`src/rtl/fl_pkg.sv`:
```
// fl_pkg: shared states, timing defaults and beat slot placement for the flash stream reader
package fl_pkg;
  typedef enum logic [2:0] {IDLE, FLRST, RECOVER, ACCESS, CAPTURE, SEND} fl_state_t;
  localparam int FL_RST_CYCLES_DEF = 26;
  localparam int FL_RECOVER_CYCLES_DEF = 3;
  localparam int FL_ACCESS_CYCLES_DEF = 6;
  localparam int FL_FRAME_LAST_ADDR = 8294399;
  function automatic int fl_byte_pos(int slot, int lanes, int wb, bit swap);
    int lane;
    int nth;
    lane = slot / wb;
    nth = slot % wb;
    return (lanes - 1 - lane) * wb + (swap ? nth : wb - 1 - nth);
  endfunction
endpackage

```
`src/rtl/fl_beat_packer.sv`:
```
// fl_beat_packer: slot counter and byte insertion into the beat register; FL_BYTE_SWAP_EN selects little-endian words
module fl_beat_packer import fl_pkg::*; #(
  parameter int WORD_BYTES = 2,
  parameter int LANES = 2
) (
  input  logic                          CLOCK_50,
  input  logic                          rst_n,
  input  logic                          clr,
  input  logic                          ins,
  input  logic                          tail,
  input  logic                          rewind,
  input  logic [7:0]                    din,
  output logic [LANES*WORD_BYTES*8-1:0] data,
  output logic                          full
);
  localparam int N = LANES * WORD_BYTES;
  localparam int KW = N > 1 ? $clog2(N) : 1;
`ifdef FL_BYTE_SWAP_EN
  localparam bit SWAP = 1'b1;
`else
  localparam bit SWAP = 1'b0;
`endif
  logic [KW-1:0] k;
  assign full = k == KW'(N - 1);
  // the final byte of a range also zeroes every slot after it
  always_ff @(posedge CLOCK_50 or negedge rst_n)
    if (!rst_n) begin
      k <= '0;
      data <= '0;
    end else if (clr) begin
      k <= '0;
      data <= '0;
    end else begin
      if (rewind) k <= '0;
      else if (ins && !full) k <= k + 1'b1;
      for (int s = 0; s < N; s++)
        if (ins && s == int'(k)) data[fl_byte_pos(s, LANES, WORD_BYTES, SWAP)*8 +: 8] <= din;
        else if (ins && tail && s > int'(k)) data[fl_byte_pos(s, LANES, WORD_BYTES, SWAP)*8 +: 8] <= 8'h00;
    end
endmodule

```
`src/rtl/fl_stream_reader.sv`:
```
// fl_stream_reader: flash reset/recovery then ranged byte streaming packed into valid/ack beats; FL_BYTE_SWAP_EN swaps bytes within words
module fl_stream_reader import fl_pkg::*; #(
  parameter int ADDR_W = 23,
  parameter int WORD_BYTES = 2,
  parameter int LANES = 2,
  parameter int RST_CYCLES = FL_RST_CYCLES_DEF,
  parameter int RECOVER_CYCLES = FL_RECOVER_CYCLES_DEF,
  parameter int ACCESS_CYCLES = FL_ACCESS_CYCLES_DEF
) (
  input  logic                          CLOCK_50,
  input  logic                          rst_n,
  input  logic                          start,
  input  logic [ADDR_W-1:0]             start_addr,
  input  logic [ADDR_W-1:0]             end_addr,
  input  logic                          abort,
  input  logic                          out_ack,
  input  logic [7:0]                    FL_DQ,
  output logic [ADDR_W-1:0]             FL_ADDR,
  output logic                          FL_CE_N,
  output logic                          FL_OE_N,
  output logic                          FL_WE_N,
  output logic                          FL_RST_N,
  output logic [LANES*WORD_BYTES*8-1:0] out_data,
  output logic                          out_valid,
  output logic                          out_last,
  output logic                          busy,
  output logic                          finished,
  output logic                          cfg_err
);
  // a one-cycle access has no wait phase, so byte fetches go straight to CAPTURE
  localparam fl_state_t ENTRY = fl_state_t'((ACCESS_CYCLES > 1) ? ACCESS : CAPTURE);
  fl_state_t state, nxt;
  logic [31:0] cnt;
  logic [ADDR_W-1:0] start_a, end_a;
  logic last_q, fin_q, err_q;
  logic kill, go, bad, ld, inc, ins, tail, rew, done, full;
  assign kill = abort && state != IDLE;
  assign FL_CE_N = !(state == ACCESS || state == CAPTURE || state == SEND);
  assign FL_OE_N = FL_CE_N;
  assign FL_WE_N = 1'b1;
  assign FL_RST_N = state != FLRST;
  assign out_valid = state == SEND;
  assign out_last = last_q;
  assign busy = state != IDLE;
  assign finished = fin_q;
  assign cfg_err = err_q;
  always_ff @(posedge CLOCK_50 or negedge rst_n)
    if (!rst_n) state <= IDLE;
    else state <= nxt;
  always_comb begin
    nxt = state;
    go = 1'b0;
    bad = 1'b0;
    ld = 1'b0;
    inc = 1'b0;
    ins = 1'b0;
    tail = 1'b0;
    rew = 1'b0;
    done = 1'b0;
    if (kill) nxt = IDLE;
    else case (state)
      IDLE: if (start) begin
        bad = start_addr > end_addr;
        go = !bad;
        nxt = bad ? IDLE : FLRST;
      end
      FLRST: nxt = (cnt == 32'(RST_CYCLES - 1)) ? RECOVER : FLRST;
      RECOVER: begin
        ld = cnt == 32'(RECOVER_CYCLES - 1);
        nxt = ld ? ENTRY : RECOVER;
      end
      ACCESS: nxt = (cnt == 32'(ACCESS_CYCLES - 2)) ? CAPTURE : ACCESS;
      CAPTURE: begin
        ins = 1'b1;
        tail = FL_ADDR == end_a;
        inc = !tail;
        nxt = (tail || full) ? SEND : ENTRY;
      end
      SEND: if (out_ack) begin
        done = last_q;
        rew = !last_q;
        nxt = last_q ? IDLE : ENTRY;
      end
      default: nxt = IDLE;
    endcase
  end
  always_ff @(posedge CLOCK_50 or negedge rst_n)
    if (!rst_n) begin
      cnt <= '0;
      FL_ADDR <= '0;
      start_a <= '0;
      end_a <= '0;
      last_q <= 1'b0;
      fin_q <= 1'b0;
      err_q <= 1'b0;
    end else begin
      cnt <= (nxt != state) ? '0 : cnt + 32'd1;
      err_q <= bad;
      if (go) begin
        start_a <= start_addr;
        end_a <= end_addr;
      end
      if (ld) FL_ADDR <= start_a;
      else if (inc) FL_ADDR <= FL_ADDR + 1'b1;
      last_q <= (kill || done || go) ? 1'b0 : tail ? 1'b1 : last_q;
      fin_q <= (kill || go) ? 1'b0 : done ? 1'b1 : fin_q;
    end
  fl_beat_packer #(.WORD_BYTES(WORD_BYTES), .LANES(LANES)) u_pack (
    .CLOCK_50(CLOCK_50),
    .rst_n(rst_n),
    .clr(go),
    .ins(ins),
    .tail(tail),
    .rewind(rew),
    .din(FL_DQ),
    .data(out_data),
    .full(full)
  );
endmodule

```
`config.mk`:
```
export PLATFORM = sky130hd
export DESIGN_NAME = fl_stream_reader
export DESIGN_NICKNAME = d
export VERILOG_FILES = /design/src/rtl/fl_pkg.sv /design/src/rtl/fl_beat_packer.sv /design/src/rtl/fl_stream_reader.sv
export SDC_FILE = /design/constraint.sdc
export NUM_CORES = 1
export LEC_CHECK = 0
export ABC_CLOCK_PERIOD_IN_PS = 2800
export CORE_ASPECT_RATIO = 1.5
export CORE_UTILIZATION = 30
export DETAILED_ROUTE_END_ITERATION = 7
export GPL_ROUTABILITY_DRIVEN = 0
export PLACE_DENSITY = 0.48
export REMOVE_ABC_BUFFERS = 1
export SYNTH_ARGS = -nofsm -noshare
export SYNTH_HDL_FRONTEND = slang
export SYNTH_SLANG_ARGS = --single-unit
```
`constraint.sdc`:
```
create_clock -name CLOCK_50 -period 2.8 [get_ports CLOCK_50]
set_input_delay 0.28 -clock CLOCK_50 [delete_from_list [all_inputs] [get_ports CLOCK_50]]
set_output_delay 0.28 -clock CLOCK_50 [all_outputs]
set_load 0.03 [all_outputs]
```
* After elaboration in Yosys (flattened, before gate mapping)
Index checks and enable logic that the tools add are counted.
** Word-level totals
- Register bits :: 141
- Input bits :: 59
- Output and inout port bits :: 64
- Word-level logic and storage cells :: 115
** Cells by class
- Add/sub/neg operators :: 3
- $lt $le $gt $ge :: 4
- Eq/ne operators :: 15
- Mux-type cells :: 48
- Reduce and logical (&&, ||, !) cells :: 32
** Operator list (number)
- 32-bit two-way mux :: 2
- 8-bit two-way mux :: 7
- 23-bit two-way mux :: 2
- 32-bit by 1-bit adder with 32-bit output (second input constant) :: 1
- 32-bit by 2-bit equality test with 1-bit output (second input constant) :: 1
- 32-bit by 3-bit equality test with 1-bit output (second input constant) :: 1
- 32-bit by 5-bit equality test with 1-bit output (second input constant) :: 1
- 1-bit two-way mux :: 26
- 23-bit by 1-bit adder with 23-bit output (second input constant) :: 1
- 23-bit equality test :: 1
- 23-bit > comparator :: 1
- 3-bit one-hot mux with 6 select lines :: 1
- 3-bit two-way mux :: 5
- 3-bit nonzero test :: 5
- 1-bit logical AND :: 10
- 2-bit two-way mux :: 5
- 2-bit nonzero test :: 4
- 3-bit by 2-bit equality test with 1-bit output (second input constant) :: 2
- 3-bit equality test (second input constant) :: 2
- 1-bit logical OR :: 6
- 1-bit zero test :: 5
- 2-bit equality test (first input constant) :: 2
- 2-bit > comparator (first input constant) :: 2
- 3-bit by 1-bit equality test with 1-bit output (second input constant) :: 1
- 8 further kinds :: 8

* Depth between registers and ports, before layout
Gate-level depths: netlist of the first run.
- Depth after elaboration :: 8
- Mapped depth :: 11
- Depth with buffers taken out :: 9

* Modules after synthesis
A second synthesis of the first run with hierarchy kept.
** Unflattened totals
- Cells, all modules :: 832
- Area total of the unflattened synthesis :: 8340.5 um^2
** Modules (own cells, without submodules)
- fl_stream_reader :: times used 1, cells an instance 684, area an instance 6752.7 um^2
- fl_beat_packer :: times used 1, cells an instance 148, area an instance 1587.8 um^2

* Worst setup path after synthesis of the first run
OpenSTA, ideal clock, no wires.
- Path kind :: input port to flip-flop
- Start :: input port end_addr[16]
- End :: register start_a[15]
- Setup time :: 125 ps
- Arrival :: 2443 ps
- Required time :: 2675 ps
- Path slack :: 232 ps
- Stages :: 10
- Cell sequence :: inv_1 ha_1 a21o_1 a221o_1 a221oi_1 nand2_1 a211oi_4 buf_6 buf_8 mux2_4
** On the way
- Cells in the longest elaborated chain, start to end :: 5
** Ends and longest elaborated chain
- start: declaration :: line fl_stream_reader.sv:14 : input logic [ADDR_W-1:0] end_addr,
- 23-bit > comparator :: line fl_stream_reader.sv:63 : bad = start_addr > end_addr;
- 1-bit zero test :: line fl_stream_reader.sv:64 : go = !bad;
- 1-bit two-way mux :: line fl_stream_reader.sv:62 : IDLE: if (start) begin
- 1-bit two-way mux :: line fl_stream_reader.sv:61 : else case (state)
- 1-bit two-way mux :: line fl_stream_reader.sv:60 : if (kill) nxt = IDLE;
- end signal: assignment :: line fl_stream_reader.sv:100 : start_a <= start_addr;
- end: declaration :: line fl_stream_reader.sv:34 : logic [ADDR_W-1:0] start_a, end_a;
No other way between the ends.
A chain may end at the register's enable or synchronous reset.

* Worst setup path after layout of the first run
- Start :: input port end_addr[22]
- End :: register u_pack.data[20]
** On the way
- Cells in the longest elaborated chain, start to end :: 6
** Ends and longest elaborated chain
- 23-bit > comparator * :: line fl_stream_reader.sv:63
- 1-bit zero test * :: line fl_stream_reader.sv:64
- 1-bit two-way mux * :: line fl_stream_reader.sv:62
- 1-bit two-way mux * :: line fl_stream_reader.sv:61
- 1-bit two-way mux * :: line fl_stream_reader.sv:60
- 3-bit nonzero test (no source line) or 32-bit two-way mux (tied branches)
- end: declaration :: line fl_beat_packer.sv:13 : output logic [LANES*WORD_BYTES*8-1:0] data,
Mark *: on every way between the ends. The rest lies on a longest branch, timed or not.

==> flow_metrics.env, run 1 <==
export IMPL_status="completed"
export IMPL_ys_seq_elements=141
export IMPL_dr_pass1_iters=4
export IMPL_critPathRequiredTime_ns=3.16
export IMPL_nFillCells=2441
export IMPL_multi_input_area_um2=3990
export IMPL_p_leak_nw=4.542
export IMPL_slew_viol_final=0
export IMPL_arrival_ns=3.16
export IMPL_tns_ns=0
export IMPL_vias=6133
export IMPL_post_route_period_util=0.9983
export IMPL_final_cell_count_no_fill=1256
export IMPL_seqCellArea_um2=3528
export IMPL_post_route_cells_drive_above_1_share=0.2338
export IMPL_numCtsBuffers=17
export IMPL_synth_area_leaders="dfrtp_1 46%, mux2_2 6.0%, ha_1 5.2%, xnor2_1 4.8%, nand2_1 3.0%"
export IMPL_synth_cells=723
export IMPL_p_per_area_nw_per_um2=683.0
export IMPL_synth_edf_count=0
export IMPL_peakVddDrop_mv=0.4643
export IMPL_grt_pass1_vias=6390
export IMPL_finalHoldViolCount=0
export IMPL_placed_cell_area_um2=9747
export IMPL_clk_pin_slew_ns=0.06
export IMPL_min_period_ns=2.795
export IMPL_synth_top_area_frac=0.4621
export IMPL_antenna_cells=0
export IMPL_finClkSkew_ns=0.007559
export IMPL_synth_most_common_cell="dfrtp_1"
export IMPL_slew_headroom=0.2727
export IMPL_final_area_um2=10730
export IMPL_yosysTopAreaCell="dfrtp_1"
export IMPL_syn2layout_area_growth_pct=40.49
export IMPL_portBuffers=121
export IMPL_hold_class="in2reg"
export IMPL_path_max_fanout=8
export IMPL_synthTopCellsByCount="141 x dfrtp_1, 61 x nand2_1, 42 x xnor2_1"
export IMPL_clk_latency_ns=0.43
export IMPL_grt_setup_unrepaired="yes"
export IMPL_synth_yosys_seq_area_share=0.4621
export IMPL_routedWlPerCell_um=17.67
export IMPL_grt_pass1_wl_um=35660
export IMPL_synth_top_flop_cell="dfrtp_1"
export IMPL_core_um2=25050
export IMPL_drc=0
export IMPL_grt_use_total=0.1790
export IMPL_worst_setup_path_start_kind="input pin"
export IMPL_die_w_um=132.3
export IMPL_final_nets=1007
export IMPL_pin_count=123
export IMPL_setup_violations=0
export IMPL_postSynthAreaPerCell_um2=10.56
export IMPL_path_class="in2reg"
export IMPL_synth_distinct_cells=56
export IMPL_cts_max_path_buffers=2
export IMPL_cts_sinks=141
export IMPL_cap_violations=0
export IMPL_fmax_mhz=357.8
export IMPL_h_tree_depth=4
export IMPL_yosysWarnings=0
export IMPL_placed_cells=1215
export IMPL_wl_um=22190
export IMPL_whs_ns=0.1505
export IMPL_die_h_um=197.4
export IMPL_async_reset_ff_frac=1.000
export IMPL_synth_area_um2=7636
export IMPL_overflow=0
export IMPL_grt_max_degree=57
export IMPL_grt_antenna_before_repair=0
export IMPL_hpwlAfterDp_um=16150
export IMPL_initial_utilization=0.3048
export IMPL_viasPerCell=4.883
export IMPL_dieArea_um2=26110
export IMPL_num_rows=71
export IMPL_cts_tree="built"
export IMPL_cts_root_buf="clkbuf_16"
export IMPL_ant_nets=0
export IMPL_crit_path_end_kind="register"
export IMPL_tightest_slew_ns=1.083
export IMPL_drt_initial_drc_count=255
-- sequential cells by signal, indices dropped and copies added, names as in the netlist --
signal and cells:
u_pack.data 32, cfg_err 1, finished 1, cnt 32, start_a 23, out_last 1
u_pack.k 2, FL_ADDR 23, end_a 23, state 3
-- final cells by class --
class	instances	area share
Clock buffer	26	0.04840
Clock inverter	5	0.009564
Inverter	41	0.01435
Multi-Input combinational cell	509	0.3719
Sequential cell	141	0.3289
Tap cell	328	0.03826
Timing Repair Buffer	206	0.1886
-- layout by cell type (no fill, tap or decap), types with 4 or more instances in the layout --
| master | n |
|---|---|
| a21oi_1 | 24 |
| a22o_1 | 24 |
| and2_1 | 9 |
| and3_1 | 11 |
| and4_1 | 9 |
| buf_12 | 11 |
| buf_4 | 71 |
| clkbuf_16 | 17 |
| clkbuf_8 | 6 |
| clkdlybuf4s50_1 | 108 |
| dfrtp_1 | 141 |
| dlygate4sd2_1 | 10 |
| ha_1 | 29 |
| inv_1 | 40 |
| mux2_2 | 41 |
| mux2_4 | 7 |
| nand2_1 | 59 |
| nand3_1 | 34 |
| nand3b_1 | 4 |
| nand4_1 | 24 |
| nor2_1 | 29 |
| nor3_1 | 12 |
| nor4_1 | 16 |
| nor4_2 | 20 |
| nor4b_2 | 7 |
| o21ai_0 | 22 |
| o311ai_0 | 5 |
| or3_1 | 4 |
| xnor2_1 | 42 |
| xor2_1 | 22 |
-- layer usage --
layer | global-route usage | vias to the layer above | wire (um) | share of wire
met1 | 0.2127 | 3037 | 9356 | 0.42
met2 | 0.3286 | 76 | 12000 | 0.54
met4 | 0.05747 | 0 | 302 | 0.014
met5 | 0 | - | 0 | 0
li1 | - | 3002 | - | -
met3 | 0.02720 | 18 | 530 | 0.024
-- worst paths after layout --
check                           slack (ns)                     endpoint  cells past startpoint                   start
worst max-delay path                 0.005  u_pack.data[20]$_DFFE_PN0P_                      9            end_addr[22]
worst min-delay path                  0.15         end_a[4]$_DFFE_PN0P_                      2             end_addr[4]
worst max register to register        0.26       FL_ADDR[2]$_DFFE_PN0P_                      8        cnt[5]$_DFF_PN0_
worst min register to register        0.48       FL_ADDR[4]$_DFFE_PN0P_                      2  start_a[4]$_DFFE_PN0P_
max in group asynchronous             1.75       start_a[6]$_DFFE_PN0P_                      3                   rst_n
min in group asynchronous             0.38  u_pack.data[19]$_DFFE_PN0P_                      2                   rst_n
-- cells by family (layout without fill, tap and decap cells) --
kind of cell	after synthesis	count (layout)	synth area share
compound gates	104	104	0.09602
xor+xnor	64	64	0.07341
fa+ha+maj	32	32	0.05243
buf+inv	73	278	0.04637
flops	141	141	0.4621
mux	48	48	0.07423
other cells	1	1	0.0004911
simple gates	260	260	0.1950
-- critical path: stages --
cell and delay, ns:
clkdlybuf4s50_1 0.50, inv_1 0.05, ha_1 0.31, and4_4 0.26, nand4_1 0.18, a211oi_2 0.37
a211oi_4 0.08, nor3_1 0.89, a22o_1 0.25
-- repair_timing --
item | 4_1_cts | 5_1_grt
endpoints found under the hold margin | 54 | 0
pin swaps | 1 | 9
buffers inserted | 3 | 4
gates cloned | 2 | 0
endpoints found under the setup margin | 107 | 102
resized for setup | 25 | 32
hold buffers | 1 | 0
-- report_power, final --
part	total [mW]	internal (mW)	switching [mW]
clock	2.40	1.54	0.859
combinational	2.19	1.11	1.09
sequential	2.74	2.45	0.286
-- stage by stage --
| step | utilization | setup WS [ns] | total power [mW] |
|---|---|---|---|
| floorplan | - | -1.633 | 3.882 |
| global placement | 0.3891 | -0.6915 | 4.810 |
| detailed placement | 0.3891 | -0.7295 | 4.833 |
| CTS | 0.4194 | -0.07586 | 7.336 |
| global route | 0.4282 | -0.2093 | 7.709 |
| finish | 0.4282 | 0.004890 | 7.327 |
Note: power is estimated with default switching activity, not from simulation.
==> inputs of run 2 (changes only) <==
--- a/config.mk
+++ b/config.mk
@@ -7,10 +7,10 @@
 export LEC_CHECK = 0
 export ABC_CLOCK_PERIOD_IN_PS = 2800
 export CORE_ASPECT_RATIO = 1.5
-export CORE_UTILIZATION = 30
+export CORE_UTILIZATION = 54
 export DETAILED_ROUTE_END_ITERATION = 7
 export GPL_ROUTABILITY_DRIVEN = 0
-export PLACE_DENSITY = 0.48
+export PLACE_DENSITY = 0.78
 export REMOVE_ABC_BUFFERS = 1
 export SYNTH_ARGS = -nofsm -noshare
 export SYNTH_HDL_FRONTEND = slang
==> run 2 against run 1 <==
Via count grew 8.1%. Non-clock buffer count shrank 21. Highest routed layer unchanged. Count of clock-buffer cells in the layout shrank 9. Final area shrank 2.0%. Utilization grew 34 points. Power grew 3.0%. Register-to-register slack lost 0.17 ns. Final cell count shrank 15%.
==> flow_metrics.env, run 2 (same netlist as run 1, synthesis figures left out) <==
export IMPL_path_class="in2reg"
export IMPL_post_route_period_util=0.9943
export IMPL_viasPerCell=6.196
export IMPL_num_rows=52
export IMPL_clk_pin_slew_ns=0.06
export IMPL_p_leak_nw=4.465
export IMPL_cap_violations=0
export IMPL_initial_utilization=0.5589
export IMPL_finalWorstSetupSlack_ns=0.01596
export IMPL_drt_initial_drc_count=442
export IMPL_fmax_mhz=359.2
export IMPL_core_um2=13660
export IMPL_die_w_um=99.10
export IMPL_die_h_um=147.6
export IMPL_clk_latency_ns=0.43
export IMPL_p_total_mw=7.548
export IMPL_arrival_ns=3.06
export IMPL_min_period_ns=2.784
export IMPL_wl_um=22140
export IMPL_preCtsSetupSlack_ns=-0.8352
export IMPL_top_regs="cnt: 32 flops, u_pack.data: 32 flops"
export IMPL_grt_use_total=0.3036
export IMPL_crit_slowest_cell="clkdlybuf4s50_1"
export IMPL_finalHoldViolCount=0
export IMPL_tns_ns=0
export IMPL_routedWlPerCell_um=20.69
export IMPL_worst_setup_path_start_kind="input pin"
export IMPL_antenna_cells=0
export IMPL_cts_sinks=141
export IMPL_layout_common_cells="141 x dfrtp_1, 110 x clkdlybuf4s50_1, 58 x nand2_1, 47 x buf_4, 42 x xnor2_1"
export IMPL_slew_viol_final=0
export IMPL_placed_cells=1023
export IMPL_finClkSkew_ns=0.01365
export IMPL_pin_count=123
export IMPL_final_nets=986
export IMPL_peakVddDrop_mv=0.6280
export IMPL_dr_pass1_iters=5
export IMPL_hold_path_depth=2
export IMPL_cp_cell_sequence="clkdlybuf4s50_1, inv_1, ha_1, nand2_2, nor4_4, buf_4, buf_4, nand3_2, a211oi_4, buf_4, buf_4, o21a_4, buf_6, nor4_2"
export IMPL_drc=0
export IMPL_status="completed"
export IMPL_numCtsBuffers=17
export IMPL_tightest_slew_ns=0.7165
export IMPL_p_per_area_nw_per_um2=717.7
export IMPL_final_common_cell="dfrtp_1"
export IMPL_grt_pass1_vias=6894
export IMPL_portBuffers=121
export IMPL_overflow=0
export IMPL_h_tree_depth=4
export IMPL_grt_pass1_wl_um=34600
export IMPL_hpwlAfterDp_um=14130
export IMPL_post_route_cells_drive_above_1_share=0.2258
export IMPL_dieArea_um2=14630
export IMPL_hold_class="in2reg"
export IMPL_cts_max_path_buffers=2
export IMPL_crit_top_cell="buf_4"
export IMPL_final_cell_count_no_fill=1070
export IMPL_crit_path_end_kind="register"
export IMPL_path_delay_family="buffers and inverters"
export IMPL_slew_headroom=0.5163
export IMPL_syn2layout_area_growth_pct=37.74
export IMPL_critPathBufInv=7
export IMPL_vias=6630
export IMPL_critPathRequiredTime_ns=3.08
export IMPL_ant_nets=0
export IMPL_grt_max_degree=68
export IMPL_worst_path_stages=14
export IMPL_setup_violations=0
export IMPL_cts_tree="built"
export IMPL_path_max_fanout=8
export IMPL_slowest_delay_ns=0.49
export IMPL_worst_r2r_path_depth=8
export IMPL_cts_root_buf="clkbuf_16"
export IMPL_grt_antenna_before_repair=0
## run 2: cell count changes in the layout (fill, tap and decap cells not counted), sizes merged
cell / delta
dlygate4sd2: -2
clkinv: +4
clkdlybuf4s50: +2
clkbuf: -8
clkinvlp: +1
buf: -22
inv: +4
bufinv: +1
## run 2: report_power, final
group / internal (mW) / total [mW] / switching, mW
logic: 1.14 / 2.30 / 1.16
clock network: 1.51 / 2.45 / 0.941
registers: 2.45 / 2.81 / 0.356
total: 5.09 / 7.55 / 2.45
## run 2: final cells by class
type	instances	area, um^2
inverters	41	153.9
repair buffers	185	1908
clock buffers	17	425.4
flip-flops and latches	141	3528
multi-input cells	509	4089
fillers	847	3146
well taps	162	202.7
clock inverters	15	210.2
## run 2: worst reg2reg max path, stage by stage, from the launching register on
cell	delay, ns
dfrtp_1	0.44
nor4_2	0.42
nand4_1	0.28
nor4_4	0.40
buf_12	0.24
nor2_1	0.08
buf_4	0.18
o21ai_0	0.19
o311ai_0	0.28
## run 2: timing repair
action | in CTS | in global routing
gates cloned | 4 | 2
endpoints found under the hold margin | 64 | 0
pin swaps | 5 | 11
endpoints found under the setup margin | 114 | 104
buffers inserted | 5 | 3
resized for setup | 30 | 40
hold buffers | 1 | 0
## run 2: worst paths after layout
check	from	to	slack [ns]
setup / recovery	end_addr[14]	cnt[16]$_DFF_PN0_	0.02
min in group asynchronous	rst_n	cnt[8]$_DFF_PN0_	0.41
hold reg to reg	start_a[4]$_DFFE_PN0P_	FL_ADDR[4]$_DFFE_PN0P_	0.49
hold / removal	end_addr[17]	end_a[17]$_DFFE_PN0P_	0.26
setup reg to reg	cnt[16]$_DFF_PN0_	FL_ADDR[11]$_DFFE_PN0P_	0.09
max in group asynchronous	rst_n	u_pack.data[28]$_DFFE_PN0P_	1.61
## run 2: layer usage
layer,vias up,GRT usage,wire [um]
met5,-,0,0
met4,0,0.1132,633
met3,57,0.05485,1213
met2,273,0.5696,12170
met1,3340,0.3386,8115
li1,2960,-,-
## run 2: per-stage QoR
step | hold WS, ns | utilization | instance area, um^2
final | 0.2568 | 0.7698 | 10520
after global routing | 0.2617 | 0.7698 | 10520
after CTS | 0.2457 | 0.7479 | 10220
after detailed placement | 0.3180 | 0.6809 | 9303
after global placement | 0.3101 | 0.6809 | 9303
after floorplan | -0.01559 | - | 7436
